$ cat config.mk
export PLATFORM = sky130hd
export DESIGN_NAME = jts16_busresp
export DESIGN_NICKNAME = d
export VERILOG_FILES = /design/src/rtl/jts16_busresp.sv
export SDC_FILE = /design/constraint.sdc
export NUM_CORES = 1
export LEC_CHECK = 0
export ABC_AREA = 1
export BUFFER_PORTS_ARGS = -buffer_cell sky130_fd_sc_hd__buf_2
export CAP_MARGIN = 20
export CORE_UTILIZATION = 45
export DETAILED_ROUTE_END_ITERATION = 16
export PLACE_DENSITY = 0.73
export SKIP_CTS_REPAIR_TIMING = 1
export SYNTH_ARGS = -nofsm -noshare
export SYNTH_HDL_FRONTEND = slang
export SYNTH_SLANG_ARGS = --single-unit
$ cat constraint.sdc
create_clock -name clk -period 2.6 [get_ports clk]
set_input_delay 0 -clock clk [delete_from_list [all_inputs] [get_ports clk]]
set_output_delay 0 -clock clk [all_outputs]
set_load 0.01 [all_outputs]
$ cat src/rtl/jts16_busresp.sv
// 68000 bus responder for one decoded region: captures a CPU cycle, runs one
// request/acknowledge memory transaction and answers with DTACKn or BERRn.
module jts16_busresp #(
  parameter int AW      = 17,
  parameter int MINWAIT = 1,
  parameter int TIMEOUT = 255
) (
  input  logic          clk,
  input  logic          rstn,
  input  logic          cpu_cen,
  input  logic          cpu_cenb,
  input  logic          cs,
  input  logic          ASn,
  input  logic          UDSn,
  input  logic          LDSn,
  input  logic          RnW,
  input  logic [AW:1]   A,
  input  logic [15:0]   cpu_dout,
  output logic [15:0]   dout,
  output logic          DTACKn,
  output logic          BERRn,
  output logic          mem_req,
  output logic          mem_we,
  output logic [AW-1:0] mem_addr,
  output logic [15:0]   mem_din,
  output logic [1:0]    mem_wmask,
  input  logic [15:0]   mem_dout,
  input  logic          mem_ok
);

  typedef enum logic [2:0] {
    ST_IDLE, ST_MEM, ST_WAIT, ST_ACK, ST_BERR, ST_DRAIN
  } state_t;

  localparam logic [3:0] MW_LIM = 4'(MINWAIT);
  localparam logic [7:0] TO_LIM = 8'(TIMEOUT);

  state_t        state_reg, state_next;
  logic          dtackn_reg, dtackn_next;
  logic          berrn_reg, berrn_next;
  logic          req_reg, req_next;
  logic          we_reg, we_next;
  logic [15:0]   dout_reg, dout_next;
  logic [AW-1:0] addr_reg, addr_next;
  logic [15:0]   din_reg, din_next;
  logic [1:0]    wmask_reg, wmask_next;
  logic [3:0]    wait_cnt_reg, wait_cnt_next;
  logic [7:0]    to_cnt_reg, to_cnt_next;
  logic          armed_reg, armed_next;
  logic          start;

  // armed_reg: ASn has been seen high since the last captured cycle
  assign start = cpu_cen & cs & ~ASn & (~UDSn | ~LDSn) & armed_reg;

  always_ff @(posedge clk or negedge rstn) begin
    if (!rstn) begin
      state_reg    <= ST_IDLE;
      dtackn_reg   <= 1'b1;
      berrn_reg    <= 1'b1;
      req_reg      <= 1'b0;
      we_reg       <= 1'b0;
      dout_reg     <= 16'hffff;
      addr_reg     <= '0;
      din_reg      <= '0;
      wmask_reg    <= '0;
      wait_cnt_reg <= '0;
      to_cnt_reg   <= '0;
      armed_reg    <= 1'b1;
    end else begin
      state_reg    <= state_next;
      dtackn_reg   <= dtackn_next;
      berrn_reg    <= berrn_next;
      req_reg      <= req_next;
      we_reg       <= we_next;
      dout_reg     <= dout_next;
      addr_reg     <= addr_next;
      din_reg      <= din_next;
      wmask_reg    <= wmask_next;
      wait_cnt_reg <= wait_cnt_next;
      to_cnt_reg   <= to_cnt_next;
      armed_reg    <= armed_next;
    end
  end

  always_comb begin
    state_next    = state_reg;
    dtackn_next   = dtackn_reg;
    berrn_next    = berrn_reg;
    req_next      = req_reg;
    we_next       = we_reg;
    dout_next     = dout_reg;
    addr_next     = addr_reg;
    din_next      = din_reg;
    wmask_next    = wmask_reg;
    wait_cnt_next = wait_cnt_reg;
    to_cnt_next   = to_cnt_reg;
    armed_next    = armed_reg | ASn;

    if (cpu_cen && (state_reg == ST_MEM || state_reg == ST_WAIT) && wait_cnt_reg != 4'hf)
      wait_cnt_next = wait_cnt_reg + 4'd1;
    if (cpu_cen && state_reg == ST_MEM && to_cnt_reg != 8'hff)
      to_cnt_next = to_cnt_reg + 8'd1;

    case (state_reg)
      ST_IDLE: begin
        if (start) begin
          addr_next     = A;
          din_next      = cpu_dout;
          wmask_next    = {~UDSn, ~LDSn};
          we_next       = ~RnW;
          req_next      = 1'b1;
          wait_cnt_next = '0;
          to_cnt_next   = '0;
          armed_next    = 1'b0;
          state_next    = ST_MEM;
        end
      end
      ST_MEM: begin
        // An abandoned cycle still lets the memory finish; its data is dropped
        if (ASn) begin
          if (mem_ok) begin
            req_next   = 1'b0;
            state_next = ST_IDLE;
          end else begin
            state_next = ST_DRAIN;
          end
        end else if (mem_ok) begin
          req_next = 1'b0;
          if (!we_reg) dout_next = mem_dout;
          state_next = ST_WAIT;
        end else if (cpu_cenb && to_cnt_reg >= TO_LIM) begin
          berrn_next = 1'b0;
          state_next = ST_BERR;
        end
      end
      ST_WAIT: begin
        if (ASn) begin
          state_next = ST_IDLE;
        end else if (cpu_cenb && wait_cnt_reg >= MW_LIM) begin
          dtackn_next = 1'b0;
          state_next  = ST_ACK;
        end
      end
      ST_ACK: begin
        if (ASn) begin
          dtackn_next = 1'b1;
          state_next  = ST_IDLE;
        end
      end
      ST_BERR: begin
        if (mem_ok) req_next = 1'b0;
        if (ASn) begin
          berrn_next = 1'b1;
          state_next = (req_reg && !mem_ok) ? ST_DRAIN : ST_IDLE;
        end
      end
      ST_DRAIN: begin
        if (mem_ok) begin
          req_next   = 1'b0;
          state_next = ST_IDLE;
        end
      end
      default: state_next = ST_IDLE;
    endcase
  end

  assign dout      = dout_reg;
  assign DTACKn    = dtackn_reg;
  assign BERRn     = berrn_reg;
  assign mem_req   = req_reg;
  assign mem_we    = we_reg;
  assign mem_addr  = addr_reg;
  assign mem_din   = din_reg;
  assign mem_wmask = wmask_reg;

endmodule
==> out/results.txt <==
Highest fanout seen on the critical path: 45. The path class of the tightest hold or removal check is input port to register. The post-route clock skew came out at 0.00886 ns.

The detailed-route wire length per cell was 12.0 µm; the final clock period utilization by the worst path was 71.7%. For this design the static power due to leakage is 2.61 nW. The synthesized instance count was 402. The run gives 53.3% as the sequential share of the synthesized area.

The tools report the number of buffers inserted during clock tree synthesis as 9. For this block, the initial DRC count from the detailed router was 161. The worst setup path is launched from a register. In the final layout, the share of cells above drive strength 1 is 31.8%. After clock tree synthesis, the clock-pin slew on the worst setup and hold paths is 0.07 ns. The H-tree was split into 3 levels.

STA classifies the critical path endpoint as a register. The run gives 0 as the number of antenna violations at the first check in global routing. The congestion estimate from routability-driven global placement came to 0.884. Relative to the synthesized area, the layout overhead comes to 41.4%. The placed instances occupy a cell area of 3970 µm². The finished layout holds 677 standard cells, fillers aside. The pre-antenna-repair detailed-routing pass consisted of 4 iterations. Data on the critical path arrives at its endpoint at 2.12 ns. Setup TNS after final layout: 0 ns. The final hold slack was -0.00383 ns. The longest clock path from root to sink contains 2 buffers. The logs give 19.3% for the overall routing resource usage and 0 for the total DRC errors in the routed layout. Detailed placement ended at an HPWL of 5150 µm.

The post-synthesis cell area came out at 3380 µm². The flow ran to the end, but the final reports show violations. The data required time at the worst endpoint is 2.86 ns, and the count of warnings emitted by yosys is 0. The initial utilization of the core area, before any placement, comes to 46.5%. Via count of the first global-routing pass: 2573. The worst setup path is of the register to register kind. Leaving out fill and tap cells, the most frequent cell in the layout is sky130_fd_sc_hd__nand2_1.

The number of nets in the final layout was 636. The clock latency of the later-clocked register in the worst-skew pair was 0.34 ns; the number of antenna cells inserted was 0. The die outline height was 88.6 µm; the count of vias placed by the detailed router was 3114. After synthesis, the largest area contributor takes up 38.5% of total cell area.

In this run the core area contains 31 standard-cell rows. In this design, the critical path's most frequently occurring cell is sky130_fd_sc_hd__inv_2. The post-synthesis register bit count came out at 71.

The delay of the slowest critical-path stage works out to 0.51 ns. The critical path goes through nor2_1, inv_2, nor2_4, inv_2, nor2_2, inv_2, o21ai_0, a21oi_1. Total nets after synthesis: 465. The first global-routing pass estimated 11400 µm of wire.

For this run, the top clock speed supported by timing is 0.537 GHz. The final instance area was 4770 µm². The run gives 606 as the number of cells in the design after placement. Setup violations remaining at the end of the flow were counted as 0.

The via count normalized by instance count works out to 4.60. The final reports fail on hold timing. The top cell types in the final layout, fill and taps aside, are sky130_fd_sc_hd__nand2_1, sky130_fd_sc_hd__buf_2, sky130_fd_sc_hd__dlygate4sd3_1. The core region is 7250 µm². The run gives 0 as the reported max-cap violation count. Setup repair after global routing left no endpoint under its margin.

Once detail routing completed, the nets flagged for antenna violations numbered 0. The power density over cell area is 1050 nW/µm². Each instance of the synthesized netlist takes up on average 8.40 µm².

The number of cells traversed by the worst register-to-register path came out at 8. The routed wire length was 8140 µm. The tree is rooted in a sky130_fd_sc_hd__clkbuf_8. The clock net sink count was 71; the number of buffer cells added on primary ports was 113. Measured against its own limit, the worst slew margin works out to 54.5%. Largest net degree at the start of global routing: 49. The count of pins over their slew limit was 0; the transition time of the tightest slew-check pin was 0.682 ns. The leading area contributor after synthesis was sky130_fd_sc_hd__dfrtp_1. The tools report the total congestion overflow as 0. The die is 88.6 µm wide. After synthesis, the cell types taking the most area are sky130_fd_sc_hd__dfrtp_1, sky130_fd_sc_hd__nand2_1, sky130_fd_sc_hd__dfstp_2.

Pin placement for this block handled 114 I/O pins. The tools report the number of distinct standard cells referenced by the synthesized netlist as 29. For the peak ir drop on the vdd network, the log shows 0.000533 V.

The die covers 7850 µm². The smallest clock period supported by the final layout is computed as 1.86 ns. The slowest cell on the critical path is sky130_fd_sc_hd__inv_2.

The register with the most flip-flops in the layout has 17 of them. TritonCTS built the clock tree. Counting instances, the worst hold path has a depth of 4.

For the count of final hold-check violations, the log shows 1. The run gives 5.04 mW as the total design power.
-- where the power goes --
part | internal (mW) | leakage (nW) | switching [mW]
Combinational | 0.799 | 1.64 | 1.15
Sequential | 1.70 | 0.856 | 0.351
Clock | 0.621 | 0.119 | 0.417
-- kinds of logic after synthesis --
kind of cell / synth area share [%]
compound gates: 7.49
xor+xnor: 0.778
fa+ha+maj: 1.48
buf+inv: 8.45
flops: 53.3
simple gates: 28.5
-- Yosys cell counts --
master	number
sky130_fd_sc_hd__a21oi_1	5
sky130_fd_sc_hd__a22oi_1	2
sky130_fd_sc_hd__buf_12	2
sky130_fd_sc_hd__buf_2	4
sky130_fd_sc_hd__buf_4	1
sky130_fd_sc_hd__buf_6	5
sky130_fd_sc_hd__dfrtp_1	52
sky130_fd_sc_hd__dfstp_2	19
sky130_fd_sc_hd__ha_1	4
sky130_fd_sc_hd__inv_1	40
sky130_fd_sc_hd__inv_2	3
sky130_fd_sc_hd__nand2_1	167
sky130_fd_sc_hd__nand2_2	7
sky130_fd_sc_hd__nand3_1	20
sky130_fd_sc_hd__nand3_2	1
sky130_fd_sc_hd__nand3b_1	1
sky130_fd_sc_hd__nand4_1	2
sky130_fd_sc_hd__nor2_1	25
sky130_fd_sc_hd__nor2_2	2
sky130_fd_sc_hd__nor2_4	1
sky130_fd_sc_hd__nor3_1	4
sky130_fd_sc_hd__nor3_4	1
sky130_fd_sc_hd__o21a_1	1
sky130_fd_sc_hd__o21ai_0	10
sky130_fd_sc_hd__o21ai_1	3
sky130_fd_sc_hd__o21ai_2	16
sky130_fd_sc_hd__or2_1	1
sky130_fd_sc_hd__xnor2_1	2
sky130_fd_sc_hd__xor2_1	1
-- critical path: cells and delay by family (launching register included) --
family	cells	cell delay, ns
buf+inv	3	0.71
flops	1	0.49
simple gates	3	0.22
compound gates	2	0.37
-- per-stage QoR --
| step | setup WS (ns) | utilization, % |
|---|---|---|
| 6_report | 0.737 | 65.8 |
| 5_1_grt | 0.524 | 65.8 |
| 4_1_cts | 0.716 | 58.1 |
| 3_5_place_dp | 0.721 | 54.8 |
| 3_3_place_gp | 0.859 | 54.8 |
| 2_1_floorplan | 1.13 | - |
-- worst paths after layout --
kind	endpoint	start	slack, ns
setup / recovery	to_cnt_reg[0]$_DFF_PN0_	state_reg[1]$_DFFE_PN0P_	0.74
hold / removal	DTACKn$_DFFE_PN1P_	cpu_cenb	-0.004
setup reg to reg	to_cnt_reg[0]$_DFF_PN0_	state_reg[1]$_DFFE_PN0P_	0.74
hold reg to reg	BERRn$_DFFE_PN1P_	BERRn$_DFFE_PN1P_	0.46
max in group asynchronous	mem_din[2]$_DFFE_PN0P_	rstn	1.83
min in group asynchronous	to_cnt_reg[2]$_DFF_PN0_	rstn	0.06
-- layout make-up --
class | instances | area, µm²
Inverter | 43 | 161
Sequential cell | 71 | 1800
Fill cell | 594 | 2480
Clock inverter | 4 | 76.3
Tap cell | 99 | 124
Clock buffer | 12 | 165
Timing Repair Buffer | 172 | 1160
Multi-Input combinational cell | 276 | 1290
-- layer usage --
metal,vias to the layer above,track usage (%),share of wire (%)
li1,1580,-,-
met1,1423,24.4,45
met2,100,30.8,48
met3,11,5.22,5.2
met4,0,8.94,1.3
met5,-,0,0
Power figures use the tool's default switching activity.
